===== src/rtl/mux4way_arbiter_pkg.sv =====
// Shared types and constants for the 4-way merge arbiter and its picker.
// Channel i occupies the slice starting at ch_off(i, width) of a packed bus.
package mux4way_pkg;
  localparam int NUM_CH = 4;
  localparam int SEL_W  = 2;

  typedef enum logic {IDLE, LOCKED} state_t;

  function automatic int ch_off(input logic [SEL_W-1:0] ch, input int width);
    return int'(ch) * width;
  endfunction
endpackage


===== src/rtl/mux4way_arbiter_if.sv =====
// Four valid/ready source streams in, one tagged stream out.
// slave = arbiter side, master = sources plus downstream consumer.
interface mux4way_arbiter_if #(parameter int WIDTH = 16);
  import mux4way_pkg::*;

  logic [NUM_CH*WIDTH-1:0] in_data;
  logic [NUM_CH-1:0]       in_valid;
  logic [NUM_CH-1:0]       in_last;
  logic [NUM_CH-1:0]       in_ready;
  logic [WIDTH-1:0]        out_data;
  logic [SEL_W-1:0]        out_sel;
  logic                    out_last;
  logic                    out_valid;
  logic                    out_ready;

  modport slave (
    input  in_data, in_valid, in_last, out_ready,
    output in_ready, out_data, out_sel, out_last, out_valid
  );

  modport master (
    output in_data, in_valid, in_last, out_ready,
    input  in_ready, out_data, out_sel, out_last, out_valid
  );
endinterface


===== src/rtl/mux4way_arbiter_rr_pick4.sv =====
// Combinational round-robin picker: first requester after ptr wins,
// ptr itself has the lowest priority.
module rr_pick4
  import mux4way_pkg::*;
(
  input  logic [NUM_CH-1:0] req,
  input  logic [SEL_W-1:0]  ptr,
  output logic              gnt_valid,
  output logic [SEL_W-1:0]  gnt_idx
);

  // Walk from lowest to highest priority so the highest-priority hit lands last.
  always_comb begin
    logic [SEL_W-1:0] idx;
    gnt_valid = 1'b0;
    gnt_idx   = ptr;
    idx       = ptr;
    for (int k = NUM_CH; k >= 1; k--) begin
      idx = ptr + SEL_W'(k);
      if (req[idx]) begin
        gnt_valid = 1'b1;
        gnt_idx   = idx;
      end
    end
  end

endmodule


===== src/rtl/mux4way_arbiter.sv =====
// Merges four source streams into one registered output stream with
// round-robin arbitration; a multi-beat packet keeps the grant until its last beat.
module mux4way_arbiter
  import mux4way_pkg::*;
#(
  parameter int WIDTH = 16
) (
  input  logic                clk,
  input  logic                rst_n,
  mux4way_arbiter_if.slave    bus
);

  state_t            state;
  logic [SEL_W-1:0]  ptr;
  logic [SEL_W-1:0]  lock_ch;

  logic [WIDTH-1:0]  out_data;
  logic [SEL_W-1:0]  out_sel;
  logic              out_last;
  logic              out_valid;

  logic              load;
  logic              pick_valid;
  logic [SEL_W-1:0]  pick_idx;
  logic              gnt_ok;
  logic [SEL_W-1:0]  gidx;
  logic [NUM_CH-1:0] ready;
  logic              xfer;

  rr_pick4 u_pick (
    .req       (bus.in_valid),
    .ptr       (ptr),
    .gnt_valid (pick_valid),
    .gnt_idx   (pick_idx)
  );

  assign load   = ~out_valid | bus.out_ready;
  assign gnt_ok = (state == LOCKED) ? 1'b1 : pick_valid;
  assign gidx   = (state == LOCKED) ? lock_ch : pick_idx;

  // Held low during reset so no beat can be accepted and then dropped.
  always_comb begin
    ready = '0;
    if (rst_n && load && gnt_ok) ready[gidx] = 1'b1;
  end

  assign xfer = |(bus.in_valid & ready);

  always_ff @(posedge clk) begin
    if (!rst_n) begin
      state     <= IDLE;
      lock_ch   <= '0;
      ptr       <= SEL_W'(NUM_CH - 1);
      out_data  <= '0;
      out_sel   <= '0;
      out_last  <= 1'b0;
      out_valid <= 1'b0;
    end else if (xfer) begin
      out_data  <= bus.in_data[ch_off(gidx, WIDTH) +: WIDTH];
      out_sel   <= gidx;
      out_last  <= bus.in_last[gidx];
      out_valid <= 1'b1;
      ptr       <= gidx;
      case (state)
        IDLE: begin
          if (!bus.in_last[gidx]) begin
            state   <= LOCKED;
            lock_ch <= gidx;
          end
        end
        LOCKED: begin
          if (bus.in_last[gidx]) state <= IDLE;
        end
        default: state <= IDLE;
      endcase
    end else if (bus.out_ready) begin
      out_valid <= 1'b0;
    end
  end

  assign bus.in_ready  = ready;
  assign bus.out_data  = out_data;
  assign bus.out_sel   = out_sel;
  assign bus.out_last  = out_last;
  assign bus.out_valid = out_valid;

endmodule


===== src/flat_wrapper.sv =====
// flat-port wrapper written by rule: the top's interface ports become plain ports
module mux4way_arbiter_flat import mux4way_pkg::*;
#(
  parameter int WIDTH = 16
)
  (clk, rst_n, bus_in_data, bus_in_valid, bus_in_last, bus_out_ready, bus_in_ready, bus_out_data, bus_out_sel, bus_out_last, bus_out_valid);
  mux4way_arbiter_if #(.WIDTH(WIDTH)) bus_i ();
  input  logic clk;
  input  logic rst_n;
  input wire logic [$bits(bus_i.in_data)-1:0] bus_in_data;
  input wire logic [$bits(bus_i.in_valid)-1:0] bus_in_valid;
  input wire logic [$bits(bus_i.in_last)-1:0] bus_in_last;
  input wire logic [$bits(bus_i.out_ready)-1:0] bus_out_ready;
  output wire logic [$bits(bus_i.in_ready)-1:0] bus_in_ready;
  output wire logic [$bits(bus_i.out_data)-1:0] bus_out_data;
  output wire logic [$bits(bus_i.out_sel)-1:0] bus_out_sel;
  output wire logic [$bits(bus_i.out_last)-1:0] bus_out_last;
  output wire logic [$bits(bus_i.out_valid)-1:0] bus_out_valid;
  assign bus_i.in_data = bus_in_data;
  assign bus_i.in_valid = bus_in_valid;
  assign bus_i.in_last = bus_in_last;
  assign bus_i.out_ready = bus_out_ready;
  assign bus_in_ready = bus_i.in_ready;
  assign bus_out_data = bus_i.out_data;
  assign bus_out_sel = bus_i.out_sel;
  assign bus_out_last = bus_i.out_last;
  assign bus_out_valid = bus_i.out_valid;
  mux4way_arbiter #(.WIDTH(WIDTH)) u_core (.clk(clk), .rst_n(rst_n), .bus(bus_i));
endmodule

===== config.mk =====
export PLATFORM = sky130hd
export DESIGN_NAME = mux4way_arbiter_flat
export DESIGN_NICKNAME = d
export VERILOG_FILES = /design/src/rtl/mux4way_arbiter_pkg.sv /design/src/rtl/mux4way_arbiter_if.sv /design/src/rtl/mux4way_arbiter_rr_pick4.sv /design/src/rtl/mux4way_arbiter.sv /design/src/flat_wrapper.sv
export SDC_FILE = /design/constraint.sdc
export NUM_CORES = 1
export LEC_CHECK = 0
export BUFFER_PORTS_ARGS = -buffer_cell sky130_fd_sc_hd__buf_2
export CORE_ASPECT_RATIO = 0.5
export CORE_UTILIZATION = 48
export CTS_BUF_LIST = sky130_fd_sc_hd__clkbuf_8
export CTS_CLUSTER_SIZE = 12
export DETAILED_ROUTE_END_ITERATION = 10
export GPL_ROUTABILITY_DRIVEN = 0
export HOLD_SLACK_MARGIN = 0.12
export PLACE_DENSITY = 0.92
export SYNTH_ARGS = -nofsm -noshare
export SYNTH_HDL_FRONTEND = slang
export SYNTH_SLANG_ARGS = --single-unit

===== constraint.sdc =====
create_clock -name clk -period 4.4 [get_ports clk]
set_input_delay 1.32 -clock clk [delete_from_list [all_inputs] [get_ports clk]]
set_output_delay 1.32 -clock clk [all_outputs]
set_load 0.02 [all_outputs]

## Word-level counts from Yosys, hierarchy flattened

Cells that the tools add are included.

| word-level totals | value |
|---|---|
| register bits after elaboration | 25 |
| input bits | 75 |
| output and inout bits | 24 |
| word-level logic and storage cells | 53 |

| operators by class | value |
|---|---|
| add/subtract/negate cells | 3 |
| $lt $le $gt $ge | 6 |
| shift-type cells | 1 |
| mux-type cells | 25 |
| bitwise operators | 5 |
| reductions and logical operators | 6 |

Operator list:

| cell | number |
|---|---|
| 64-bit by 7-bit indexed part select with 16-bit output | 1 |
| 2-bit by 3-bit less-than comparator with 1-bit output (second input constant) | 5 |
| 1-bit two-way mux | 14 |
| 1-bit binary-select mux with 2-bit select | 5 |
| 2-bit two-way mux | 4 |
| 2-bit adder (second input constant) | 2 |
| 4-bit bitwise AND | 1 |
| 4-bit two-way mux | 1 |
| 4-bit OR reduction | 1 |
| 1-bit logical AND | 3 |
| 1-bit inverter | 3 |
| 3-bit AND reduction | 1 |
| 2-bit by 1-bit adder with 2-bit output (second input constant) | 1 |
| 1-bit demux with 2-bit select | 1 |
| 2-bit by 1-bit >= comparator with 1-bit output (second input constant) | 1 |
| 2-bit nonzero test | 1 |
| 1-bit OR | 1 |

## Depth between registers and ports, before layout

| depth | value |
|---|---|
| depth in word-level cells | 15 |
| mapped depth | 10 |
| mapped depth without buffers | 7 |

## Hierarchy

A second synthesis with hierarchy kept.

| second synthesis, totals | value |
|---|---|
| cell total of the unflattened synthesis | 255 |
| area total of the unflattened synthesis | 1,737.9 um^2 |

Modules (own cells, without submodules):

| module | times used | cells each | area an instance (um^2) | seq. area each (um^2) |
|---|---|---|---|---|
| mux4way_arbiter | 1 | 241 | 1,655.3 | 500.5 |
| rr_pick4 | 1 | 14 | 82.6 | 0.0 |

## Least setup slack after synthesis

Ideal clock, no wire load.

| timing path | value |
|---|---|
| path kind | input to output |
| start | input port bus_in_valid[2] |
| end | output port bus_in_ready[2] |
| arrival time | 2,847 ps |
| required time | 3,080 ps |
| path slack | 233 ps |
| stages | 6 |
| buffers on the path | 1 |
| cell sequence | or3b_1 > a21oi_1 > a211o_1 > nand2_1 > buf_2 > nor3b_1 |

| between the ends | value |
|---|---|
| word-level cells in the longest chain between the ends | 11 |
| elaborated cells on any way between the ends | 24 |
| classes of those cells | 2 x order compare; 20 x mux; 2 x reduce/logical |

RTL lines:

| element | line | source |
|---|---|---|
| start: declaration | flat_wrapper.sv:11 | `input wire logic [$bits(bus_i.in_valid)-1:0] bus_in_valid;` |
| 1-bit binary-select mux with 2-bit select | mux4way_arbiter_rr_pick4.sv:20 | `if (req[idx]) begin` |
| 1-bit two-way mux (implied by the code) | mux4way_arbiter_rr_pick4.sv:20 |  |
| 2-bit two-way mux (3 in a row) | mux4way_arbiter_rr_pick4.sv:20 |  |
| 2-bit two-way mux | mux4way_arbiter.sv:39 | `assign gidx = (state == LOCKED) ? lock_ch : pick_idx;` |
| 2-bit by 3-bit less-than comparator with 1-bit output (implied by the code) or 2-bit by 1-bit >= comparator with 1-bit output (tied branches) | mux4way_arbiter.sv:44 | `if (rst_n && load && gnt_ok) ready[gidx] = 1'b1;` |
| 1-bit logical AND (implied by the code) | mux4way_arbiter.sv:44 |  |
| 1-bit two-way mux (implied by the code) | mux4way_arbiter.sv:44 |  |
| 1-bit demux with 2-bit select | -- |  |
| 4-bit two-way mux (*) | mux4way_arbiter.sv:44 |  |
| end: declaration | flat_wrapper.sv:14 | `output wire logic [$bits(bus_i.in_ready)-1:0] bus_in_ready;` |

Every way passes the cells marked *; elsewhere a longest branch is shown, timed or not. The select of a mux whose other input is x is not followed.

## Worst setup path in the final report

Ends and elaborated chain as after synthesis.

==> report_table.html <==
<table>
<tr><th>Metric</th><th>Value</th></tr>
<tr><th colspan="2">Pwr</th></tr>
<tr><td>Portion of total power attributed to combinational logic</td><td>between 60% and 70%</td></tr>
<tr><td>Power density normalized to cell area</td><td>roughly 750 nW/um^2</td></tr>
<tr><td>Sequential power share</td><td>around a quarter</td></tr>
<tr><td>Internal power component</td><td>slightly above 0.9 mW</td></tr>
<tr><td>Switching power summed over all nets</td><td>0.727 mW</td></tr>
<tr><td>Switching power share of the total</td><td>approximately 44%</td></tr>
<tr><td>Maximum vdd drop</td><td>0.283 mV</td></tr>
<tr><td>Leakage Power</td><td>approximately 1.1 nW</td></tr>
<tr><td>Clock group share of total power</td><td>roughly 8.5%</td></tr>
<tr><th colspan="2">Global route</th></tr>
<tr><td>Via count of the first global-routing pass</td><td>about 1600</td></tr>
<tr><td>First-pass GRT wire length</td><td>between 6000 and 7000 um</td></tr>
<tr><td>Pin count of the biggest net entering global routing</td><td>28</td></tr>
<tr><td>Antenna violations before repair</td><td>0</td></tr>
<tr><td>Global-route usage over all layers</td><td>24.3%</td></tr>
<tr><td>Grt total ovfl</td><td>0</td></tr>
<tr><th colspan="2">Timing</th></tr>
<tr><td>Clock tree skew after final layout</td><td>a little under 0.005 ns</td></tr>
<tr><td>Slew Limit Fails</td><td>0</td></tr>
<tr><td>Number of failing hold endpoints at the final stage</td><td>0</td></tr>
<tr><td>Final-layout setup total negative slack</td><td>0 ns</td></tr>
<tr><td>RSZ-0062 raised after global routing</td><td>no</td></tr>
<tr><td>Part of the cycle the worst path needs</td><td>between 90% and 100%</td></tr>
<tr><td>Worst-margin pin slew</td><td>0.407 ns</td></tr>
<tr><td>Relative max-transition margin</td><td>about 73%</td></tr>
<tr><td>Top achievable clock speed</td><td>~0.24 GHz</td></tr>
<tr><td>Finish-stage setup viols</td><td>0</td></tr>
<tr><td>Final critical path time including I/O delays and setup</td><td>4.13 ns</td></tr>
<tr><th colspan="2">Drt</th></tr>
<tr><td>Met3 wire length</td><td>288 um</td></tr>
<tr><td>Number of DRC markers in iteration 0</td><td>66</td></tr>
<tr><td>Met1 Wirelength</td><td>around 1700 um</td></tr>
<tr><td>Met2 wirelength from detailed routing</td><td>roughly 2400 um</td></tr>
<tr><td>Average detailed-routed wire length per instance</td><td>between 15 and 20 um</td></tr>
<tr><td>Via count of the routed design</td><td>roughly 1600</td></tr>
<tr><td>Drt drc</td><td>0</td></tr>
<tr><td>Vias per cell</td><td>between 5 and 6</td></tr>
<tr><td>Uppermost metal layer occupied by signal nets</td><td>met4</td></tr>
<tr><td>Post-route ant nets</td><td>0</td></tr>
<tr><td>Pre-Repair DR Iteration Count</td><td>4</td></tr>
<tr><td>Overall routed net length</td><td>around 4500 um</td></tr>
<tr><th colspan="2">Floorplan</th></tr>
<tr><td>Initial Util</td><td>a little over half</td></tr>
<tr><td>Area of the core region</td><td>between 3000 and 4000 sq um</td></tr>
<tr><td>Die height</td><td>between 40 and 50 um</td></tr>
<tr><td>Chip Width</td><td>85.1 um</td></tr>
<tr><td>Row count</td><td>14</td></tr>
<tr><td>Boundary pin count</td><td>99</td></tr>
<tr><td>Total Die Area</td><td>3710 sq um</td></tr>
<tr><th colspan="2">Worst setup path</th></tr>
<tr><td>Type of destination of the critical path</td><td>output port</td></tr>
<tr><td>Family with the most delay on the worst path</td><td>simple AND/OR/NAND/NOR gates</td></tr>
<tr><td>Slowest cell on the critical path</td><td>sky130_fd_sc_hd__or3b_1</td></tr>
<tr><td>Max stage delay on crit path</td><td>between 0.3 and 0.4 ns</td></tr>
<tr><td>Data arrival, critical path</td><td>between 2 and 3 ns</td></tr>
<tr><td>Setup crit start kind</td><td>input pin</td></tr>
<tr><td>CP Data Required Time</td><td>3.08 ns</td></tr>
<tr><td>Worst setup path class</td><td>in2out</td></tr>
<tr><td>Crit path top cell by count</td><td>sky130_fd_sc_hd__buf_2</td></tr>
<tr><td>Peak fanout along the critical path</td><td>8</td></tr>
<tr><td>Cells traversed along the worst timing path</td><td>buf_2 -&gt; or3b_1 -&gt; a21oi_1 -&gt; a211o_1 -&gt; nand2_1 -&gt; nor3b_1 -&gt; buf_2</td></tr>
<tr><td>Critical path buffer and inverter count</td><td>2</td></tr>
<tr><th colspan="2">Final layout</th></tr>
<tr><td>Final non-filler cell area</td><td>2200 sq um</td></tr>
<tr><td>Number of nets at the end of the flow</td><td>roughly 320</td></tr>
<tr><td>Filler cell count</td><td>between 200 and 300</td></tr>
<tr><td>Most used cells in the layout excluding fill and tap cells</td><td>98 x sky130_fd_sc_hd__buf_2, 25 x sky130_fd_sc_hd__dfxtp_1, 18 x sky130_fd_sc_hd__mux2i_1, 17 x sky130_fd_sc_hd__nor2b_1, 17 x sky130_fd_sc_hd__mux4_2</td></tr>
<tr><td>Area of the multi-input gates</td><td>1070 sq um</td></tr>
<tr><td>Most common cell after layout, fill and taps aside</td><td>sky130_fd_sc_hd__buf_2</td></tr>
<tr><td>Synth-to-Final Area Change</td><td>32.4%</td></tr>
<tr><td>Fraction of final layout cells sized beyond drive strength 1</td><td>around 52%</td></tr>
<tr><td>Post-Route Utilization</td><td>70.1%</td></tr>
<tr><td>Number of antenna cells inserted</td><td>0</td></tr>
<tr><td>Storage element area</td><td>between 500 and 600 sq um</td></tr>
<tr><th colspan="2">CTS</th></tr>
<tr><td>Number of CTS-inserted buffers</td><td>3</td></tr>
<tr><td>Post-cts hold buffer count</td><td>0</td></tr>
<tr><td>Clk Tree Root Cell</td><td>sky130_fd_sc_hd__clkbuf_8</td></tr>
<tr><td>Clock insertion delay at the later pin of the skew report</td><td>0.27 ns</td></tr>
<tr><td>Number of setup buffers added after CTS</td><td>0</td></tr>
<tr><td>H-Tree Level Count</td><td>1</td></tr>
<tr><td>TritonCTS clock tree</td><td>yes</td></tr>
<tr><td>Total clock sinks</td><td>25</td></tr>
<tr><td>Maximum buffer depth of the clock tree</td><td>2</td></tr>
<tr><td>Number of resized instances in the post-cts repair step</td><td>0</td></tr>
<tr><td>Clock slew seen by the registers of the worst setup and hold paths</td><td>roughly 0.090 ns</td></tr>
<tr><th colspan="2">Synthesis</th></tr>
<tr><td>Number of different library cells in the post-synthesis netlist</td><td>38</td></tr>
<tr><td>Number of warning messages in the yosys log</td><td>0</td></tr>
<tr><td>Post-synth net total</td><td>226</td></tr>
<tr><td>Sequential area share after synthesis</td><td>30.2%</td></tr>
<tr><td>Mean instance size in the synthesized netlist</td><td>between 10 and 15 sq um</td></tr>
<tr><td>Instance count of the mapped netlist</td><td>between 150 and 200</td></tr>
<tr><td>Synthesis-stage register bit count</td><td>25</td></tr>
<tr><td>Fraction of registers with async set or reset after synthesis</td><td>0%</td></tr>
<tr><td>Post-synth EDFFs</td><td>0</td></tr>
<tr><td>Flip-flop cell with the highest count after synthesis</td><td>sky130_fd_sc_hd__dfxtp_1</td></tr>
<tr><td>Mapped cell area</td><td>between 1500 and 2000 sq um</td></tr>
<tr><th colspan="2">Place</th></tr>
<tr><td>HPWL after DPL</td><td>approximately 3500 um</td></tr>
<tr><td>Standard cell area after detailed placement</td><td>2150 sq um</td></tr>
<tr><td>Port Buf Inserts</td><td>98</td></tr>
<tr><th colspan="2">Worst hold path</th></tr>
<tr><td>Hold Crit Class</td><td>reg2reg</td></tr>
<tr><th colspan="2">Status</th></tr>
<tr><td>Run status</td><td>complete, no violations</td></tr>
<tr><th colspan="2">Flow run</th></tr>
<tr><td>Max_cap viols</td><td>0</td></tr>
</table>
stage by stage:
| stage | power (mW) | std cells | hold slack (ns) | worst slack, ns |
|---|---|---|---|---|
| after global routing | 1.75 | 286 | 0.487 | 0.241 |
| after CTS | 1.65 | 286 | 0.459 | 0.338 |
| after floorplan | 1.28 | 151 | 0.494 | 0.233 |
| after detailed placement | 1.50 | 282 | 0.443 | 0.323 |
| after global placement | 1.46 | 282 | 0.438 | 0.415 |
| final | 1.65 | 286 | 0.456 | 0.273 |
kinds of logic (layout without fill, tap and decap cells):
| group | Yosys count | in the layout | synth area share (%) |
|---|---|---|---|
| AND/OR/NAND/NOR | 58 | 58 | 20.8 |
| multiplexers | 36 | 36 | 34.6 |
| flip-flops | 25 | 25 | 30.2 |
| AO/OA/AOI/OAI | 19 | 19 | 9.05 |
| buffers and inverters | 13 | 108 | 5.35 |
routing by layer:
metal  vias up  global-route usage, %
met4         0                   6.44
met1       768                   25.5
met5         -                      0
met3         6                   5.52
li1        760                      -
met2        65                   50.0
sequential cells by signal, indices dropped and copies added (netlist names):
name,flops
u_core.bus.out_data,16
u_core.bus.out_last,1
u_core.bus.out_sel,2
u_core.bus.out_valid,1
u_core.lock_ch,2
u_core.ptr,2
u_core.state,1
final cells by class:
class / instances / area share [%]
Inverter: 2 / 0.342
Timing Repair Buffer: 102 / 23.7
Sequential cell: 25 / 22.8
Clock buffer: 3 / 1.88
Clock inverter: 1 / 0.342
Multi-Input combinational cell: 113 / 48.7
Tap cell: 40 / 2.28
worst paths after layout:
check	slack, ns	to	depth (start not counted)	startpoint
worst max-delay path	0.27	bus_in_ready[2]	7	bus_in_valid[2]
worst min-delay path	0.46	u_core.bus.out_last$_SDFFE_PN0P_	2	u_core.bus.out_last$_SDFFE_PN0P_
worst max register to register	1.76	u_core.state$_SDFFE_PN0P_	9	u_core.state$_SDFFE_PN0P_
worst min register to register	0.46	u_core.bus.out_last$_SDFFE_PN0P_	2	u_core.bus.out_last$_SDFFE_PN0P_
Yosys cell counts, types with 3 or more instances:
| master | instances | area (sq um) |
|---|---|---|
| sky130_fd_sc_hd__and3_1 | 4 | 25.0 |
| sky130_fd_sc_hd__buf_6 | 4 | 45.0 |
| sky130_fd_sc_hd__clkbuf_1 | 3 | 11.3 |
| sky130_fd_sc_hd__dfxtp_1 | 25 | 500 |
| sky130_fd_sc_hd__mux2i_1 | 18 | 180 |
| sky130_fd_sc_hd__mux4_2 | 17 | 383 |
| sky130_fd_sc_hd__nand2_1 | 10 | 37.5 |
| sky130_fd_sc_hd__nand2b_1 | 6 | 37.5 |
| sky130_fd_sc_hd__nand3_1 | 3 | 15.0 |
| sky130_fd_sc_hd__nand4_1 | 3 | 18.8 |
| sky130_fd_sc_hd__nor2_1 | 4 | 15.0 |
| sky130_fd_sc_hd__nor2b_1 | 17 | 106 |
power groups by stage:
stage / sequential (mW) / combinational, mW / clock, mW
floorplan: 0.469 / 0.815 / 0
global placement: 0.384 / 1.08 / 0
detailed placement: 0.391 / 1.11 / 0
CTS: 0.387 / 1.12 / 0.145
global route: 0.398 / 1.20 / 0.153
finish: 0.390 / 1.12 / 0.140
tightest hold or removal path, stage by stage (launching register included):
cell,delay [ns]
sky130_fd_sc_hd__dfxtp_1,0.32
sky130_fd_sc_hd__nand2_1,0.05
sky130_fd_sc_hd__a21boi_1,0.05
Power figures use the tool's default switching activity.
